==> src/rtl/payload_engine_ctrl.sv <==
`default_nettype none
// ============================================================================
// payload_engine_ctrl : frames a byte stream into per-packet PCRE engine scans
// Revision 1.0
// ============================================================================
module payload_engine_ctrl #(
   parameter int NUM_ENG = 64,
   parameter int DRAIN   = 2,
   parameter int LEN_W   = 16
) (
   input  logic               clk,
   input  logic               resetn,
   input  logic [7:0]         s_data,
   input  logic               s_valid,
   input  logic               s_sof,
   input  logic               s_eof,
   output logic               s_ready,
   output logic [7:0]         eng_byte,
   output logic               eng_en,
   output logic               eng_sod,
   input  logic [NUM_ENG-1:0] eng_match,
   output logic               m_valid,
   input  logic               m_ready,
   output logic [NUM_ENG-1:0] m_match,
   output logic               m_any,
   output logic [LEN_W-1:0]   m_len,
   output logic               m_trunc
);

   typedef enum logic [2:0] {
      S_IDLE   = 3'd0,
      S_CLEAR  = 3'd1,
      S_STREAM = 3'd2,
      S_DRAIN  = 3'd3,
      S_REPORT = 3'd4
   } state_t;

   localparam logic [3:0] c_drain_last = 4'(DRAIN - 1);

   state_t           r_state;
   logic [3:0]       r_drain_cnt;
   logic [LEN_W-1:0] r_len;
   logic             r_first;
   logic             r_trunc_pend;

   logic w_ready;
   logic w_accept;
   logic w_sof_break;

   // A new sof seen mid-packet closes the current packet without being consumed.
   always_comb begin
      w_ready     = 1'b0;
      w_sof_break = 1'b0;
      case (r_state)
         S_IDLE:   w_ready = s_valid & ~s_sof;
         S_STREAM: begin
            w_ready     = ~(s_sof & ~r_first);
            w_sof_break = s_valid & s_sof & ~r_first;
         end
         default:  w_ready = 1'b0;
      endcase
   end

   assign s_ready  = resetn & w_ready;
   assign w_accept = s_valid & s_ready & (r_state == S_STREAM);

   always_ff @(posedge clk) begin
      if (!resetn) begin
         r_state      <= S_IDLE;
         eng_sod      <= 1'b1;
         eng_en       <= 1'b0;
         eng_byte     <= 8'd0;
         m_valid      <= 1'b0;
         m_match      <= '0;
         m_any        <= 1'b0;
         m_len        <= '0;
         m_trunc      <= 1'b0;
         r_drain_cnt  <= 4'd0;
         r_len        <= '0;
         r_first      <= 1'b0;
         r_trunc_pend <= 1'b0;
      end else begin
         eng_en  <= w_accept;
         eng_sod <= 1'b0;
         if (w_accept) begin
            eng_byte <= s_data;
         end
         case (r_state)
            S_IDLE: begin
               if (s_valid && s_sof) begin
                  r_state <= S_CLEAR;
                  eng_sod <= 1'b1;
               end
            end
            S_CLEAR: begin
               r_len   <= '0;
               r_first <= 1'b1;
               r_state <= S_STREAM;
            end
            S_STREAM: begin
               if (w_accept) begin
                  if (r_len != '1) begin
                     r_len <= r_len + 1'b1;
                  end
                  r_first <= 1'b0;
                  if (s_eof) begin
                     r_state      <= S_DRAIN;
                     r_trunc_pend <= 1'b0;
                     r_drain_cnt  <= 4'd0;
                  end
               end else if (w_sof_break) begin
                  r_state      <= S_DRAIN;
                  r_trunc_pend <= 1'b1;
                  r_drain_cnt  <= 4'd0;
               end
            end
            S_DRAIN: begin
               if (r_drain_cnt == c_drain_last) begin
                  m_match     <= eng_match;
                  m_any       <= |eng_match;
                  m_len       <= r_len;
                  m_trunc     <= r_trunc_pend;
                  m_valid     <= 1'b1;
                  r_drain_cnt <= 4'd0;
                  r_state     <= S_REPORT;
               end else begin
                  r_drain_cnt <= r_drain_cnt + 4'd1;
               end
            end
            S_REPORT: begin
               // Going straight to CLEAR on a waiting sof saves the IDLE cycle.
               if (m_ready) begin
                  m_valid <= 1'b0;
                  if (s_valid && s_sof) begin
                     r_state <= S_CLEAR;
                     eng_sod <= 1'b1;
                  end else begin
                     r_state <= S_IDLE;
                  end
               end
            end
            default: r_state <= S_IDLE;
         endcase
      end
   end

endmodule
`default_nettype wire
==> config.mk <==
export PLATFORM = sky130hd
export DESIGN_NAME = payload_engine_ctrl
export DESIGN_NICKNAME = d
export VERILOG_FILES = /design/src/rtl/payload_engine_ctrl.sv
export SDC_FILE = /design/constraint.sdc
export NUM_CORES = 1
export LEC_CHECK = 0
export CORE_UTILIZATION = 49
export CTS_BUF_LIST = sky130_fd_sc_hd__clkbuf_4 sky130_fd_sc_hd__clkbuf_8
export CTS_CLUSTER_DIAMETER = 30
export CTS_CLUSTER_SIZE = 8
export DETAILED_ROUTE_END_ITERATION = 8
export MAX_ROUTING_LAYER = met4
export PLACE_DENSITY = 0.95
export SYNTH_ARGS = -nofsm -noshare
export SYNTH_HDL_FRONTEND = slang
export SYNTH_SLANG_ARGS = --single-unit
==> constraint.sdc <==
create_clock -name clk -period 7.25 [get_ports clk]
set_clock_uncertainty 0.15 [all_clocks]
set_input_delay 2.175 -clock clk [delete_from_list [all_inputs] [get_ports clk]]
set_output_delay 2.175 -clock clk [all_outputs]
set_load 0.02 [all_outputs]
==> metrics <==
Psw=0.000315 W; # diodes=0; register share of total power=47.9%; area of the multi-input gates=0.00210 mm²; final setup fails=0; internal cell power=0.00105 W; ys flop type=dfxtp_1; cells along the critical path=clkdlybuf4s50_1 -> or3b_4 -> nor3_1 -> clkdlybuf4s50_1; Rows=35; share of cells above drive strength 1=6.69%; slowest stage delay, CP=0.66 ns; Max Clock Freq=154 MHz; arrival time worst endpoint=4.18 ns; CTS Sinks=118; largest net degree at the start of global routing=76; Die H=99.2 µm; Yosys warning count=0; Slew HR=33.4%; reg-to-reg slack, setup=4.33 ns; worst hold start=m_len[8]$_SDFFE_PN0P_; Tcrit/Tclk final=89.8%; register area share after synthesis=51.0%; Final ANT Viol Nets=0; CTS Buf Count=17; P&R area growth vs syn=46.8%; r2r worst-path depth=5; final-stage net count=815; kind of critical path=in2out; die area=0.00984 mm²; Layout Cells excl Fill=858; Static Leak=2.32 nW; Via Count=4,650; worst-path maximum fanout=9; power share of the combinational group=6.6%; Die X=99.2 µm; outcome=completed; grt total ovfl=0; WL final=13,300 µm; DRT Pass-1 Iters=5; initial antenna violation count=0; pwr dens=202 mW/mm²; CTS tree=done; Critical Path RT=4.93 ns; clock share of power=45.6%; RSZ-0062 raised after global routing=no; # DRC=0; Critical-path top delay cell=clkdlybuf4s50_1; Hold Buf Count CTS=0; Worst Hold Class=reg2reg; drt via density=5.42; GP Congestion=0.926; critical path's most frequent cell=clkdlybuf4s50_1; Clk Latency, worst-skew pair=0.41 ns; GRT Total Usage=28.3%; min Tclk post-route=6.51 ns; max-slew violations=0; hold endpoint=m_len[8]$_SDFFE_PN0P_; per-cell routed wire length=15.5 µm; Placed Cells=826; Yosys reg bits=118; synthesized area=0.00463 mm²; ys async rst share=0%; EDFF count, synth=0; worst vdd ir=0.144 mV; Final HPWL DP=9400 µm; Final Hold Fails=0; Tightest Pin Transition=0.992 ns; critical path launch point type=input pin; port bufs=171; gate count after technology mapping=575; postcts setup bufs=0; WHS Path Cells=2; sequential cell area=0.00236 mm²; Clock Pin Slew Worst Setup and Hold Paths=0.07 ns; Core Region=0.00920 mm²; sum of negative setup slack=0 ns; post-synth cell types=45; average size of a mapped cell=8.05 µm²; initial core utilization=50.3%; clock buffer depth=2; critical path endpoint category=output pin; fraction of power spent switching nets=23.0%; root buf cell=clkbuf_8; vias in the first global route=4,590; RR Startpoint=r_len[6]$_SDFFE_PN0P_; final hold slack=0.304 ns; Fillers=669; syn_nets=656; Resize count post-CTS=0; reg-to-reg endpoint=r_len[11]$_SDFFE_PN0P_; MaxCap Viol Count=0; global-route wire length before repair=21,300 µm; I/O pins=172; DRT iter0 DRCs=190; H-Tree Depth=4
[power by group through the flow]
stage | clock (W) | sequential [W] | combinational, W
floorplan | 0 | 0.000670 | 0.0000310
global placement | 0 | 0.000670 | 0.0000858
detailed placement | 0 | 0.000671 | 0.0000880
CTS | 0.000636 | 0.000656 | 0.0000893
global route | 0.000669 | 0.000656 | 0.0000959
finish | 0.000624 | 0.000656 | 0.0000899
[worst max path at each step]
| stage | to | depth (start not counted) | start | slack (ns) |
|---|---|---|---|---|
| after global placement | s_ready | 4 | resetn | 0.83 |
| after detailed placement | s_ready | 4 | resetn | 0.78 |
| after floorplan | s_ready | 3 | resetn | 1.76 |
| after CTS | s_ready | 4 | resetn | 0.78 |
| after global routing | s_ready | 4 | resetn | 0.70 |
| final | s_ready | 4 | resetn | 0.74 |
[logic make-up after synthesis]
| kind of cell | synth area share (%) |
|---|---|
| flops | 51.0 |
| compound gates | 15.3 |
| mux | 2.19 |
| buf+inv | 3.68 |
| simple gates | 25.7 |
| fa+ha+maj | 0.811 |
| xor+xnor | 1.32 |
[critical path: cells and delay by family]
kind	cells	cell delay, ns
buffers and inverters	2	1.31
AND/OR/NAND/NOR	2	0.68
[state kept, by name, indices dropped and copies added (netlist names), 3 cells and up]
signal	cells
eng_byte	8
m_len	16
m_match	64
r_drain_cnt	4
r_len	16
r_state	3
[synthesized netlist by cell type (all sizes together), types with 3 or more instances]
cell type | instances | share of area (%)
a211oi | 5 | 0.81
a21oi | 98 | 11
a31o | 3 | 0.57
and3 | 5 | 0.70
buf | 3 | 0.43
clkbuf | 31 | 2.5
dfxtp | 118 | 51
ha | 3 | 0.81
inv | 9 | 0.73
mux2i | 9 | 1.9
nand2 | 176 | 14
nand3 | 8 | 0.87
nand4 | 8 | 1.1
nor2 | 27 | 2.2
nor2b | 3 | 0.41
nor3 | 7 | 0.76
nor4 | 18 | 2.4
nor4b | 3 | 0.89
o21ai | 8 | 0.87
or2 | 3 | 0.41
xnor2 | 7 | 1.3
[cells in the final DEF (no fill, tap or decap), types with 3 or more instances in the layout]
cell / count
xnor2_1: 7
nand2_1: 176
and3_1: 3
bufinv_16: 3
ha_1: 3
inv_1: 8
a21oi_1: 98
nand3_1: 7
nor4_1: 18
o21ai_0: 8
buf_4: 3
inv_6: 4
a211oi_1: 5
nor3_1: 7
clkbuf_8: 18
dfxtp_1: 118
a31o_2: 3
clkinv_4: 3
clkdlybuf4s50_1: 171
nor2b_1: 3
clkinv_2: 3
nor2_1: 27
mux2i_1: 9
or2_2: 3
nand4_1: 8
[through the flow]
step                      power (W)  setup slack [ns]  utilization, %  cell area (µm²)
final                       0.00137             0.743            73.9             6790
after global routing        0.00142             0.700            73.9             6790
after CTS                   0.00138             0.775            73.9             6790
after detailed placement   0.000759             0.777            69.3             6370
after global placement     0.000756             0.831            69.3             6370
after floorplan            0.000701              1.76               -             4630
[final cells by class]
type | count | area share [%]
clock inverters | 14 | 2.56
flip-flops and latches | 118 | 34.8
well taps | 111 | 2.04
repair buffers | 174 | 25.5
multi-input cells | 414 | 30.9
inverters | 9 | 0.497
clock buffers | 18 | 3.65
[layer usage]
metal,part of all wire (%),track usage [%],vias to the layer above
li1,-,-,2273
met1,41,32.2,2166
met2,50,46.3,165
met3,4.8,6.68,46
met4,4.2,15.0,0
met5,0,-,-
(Power assumes the default switching activity.)
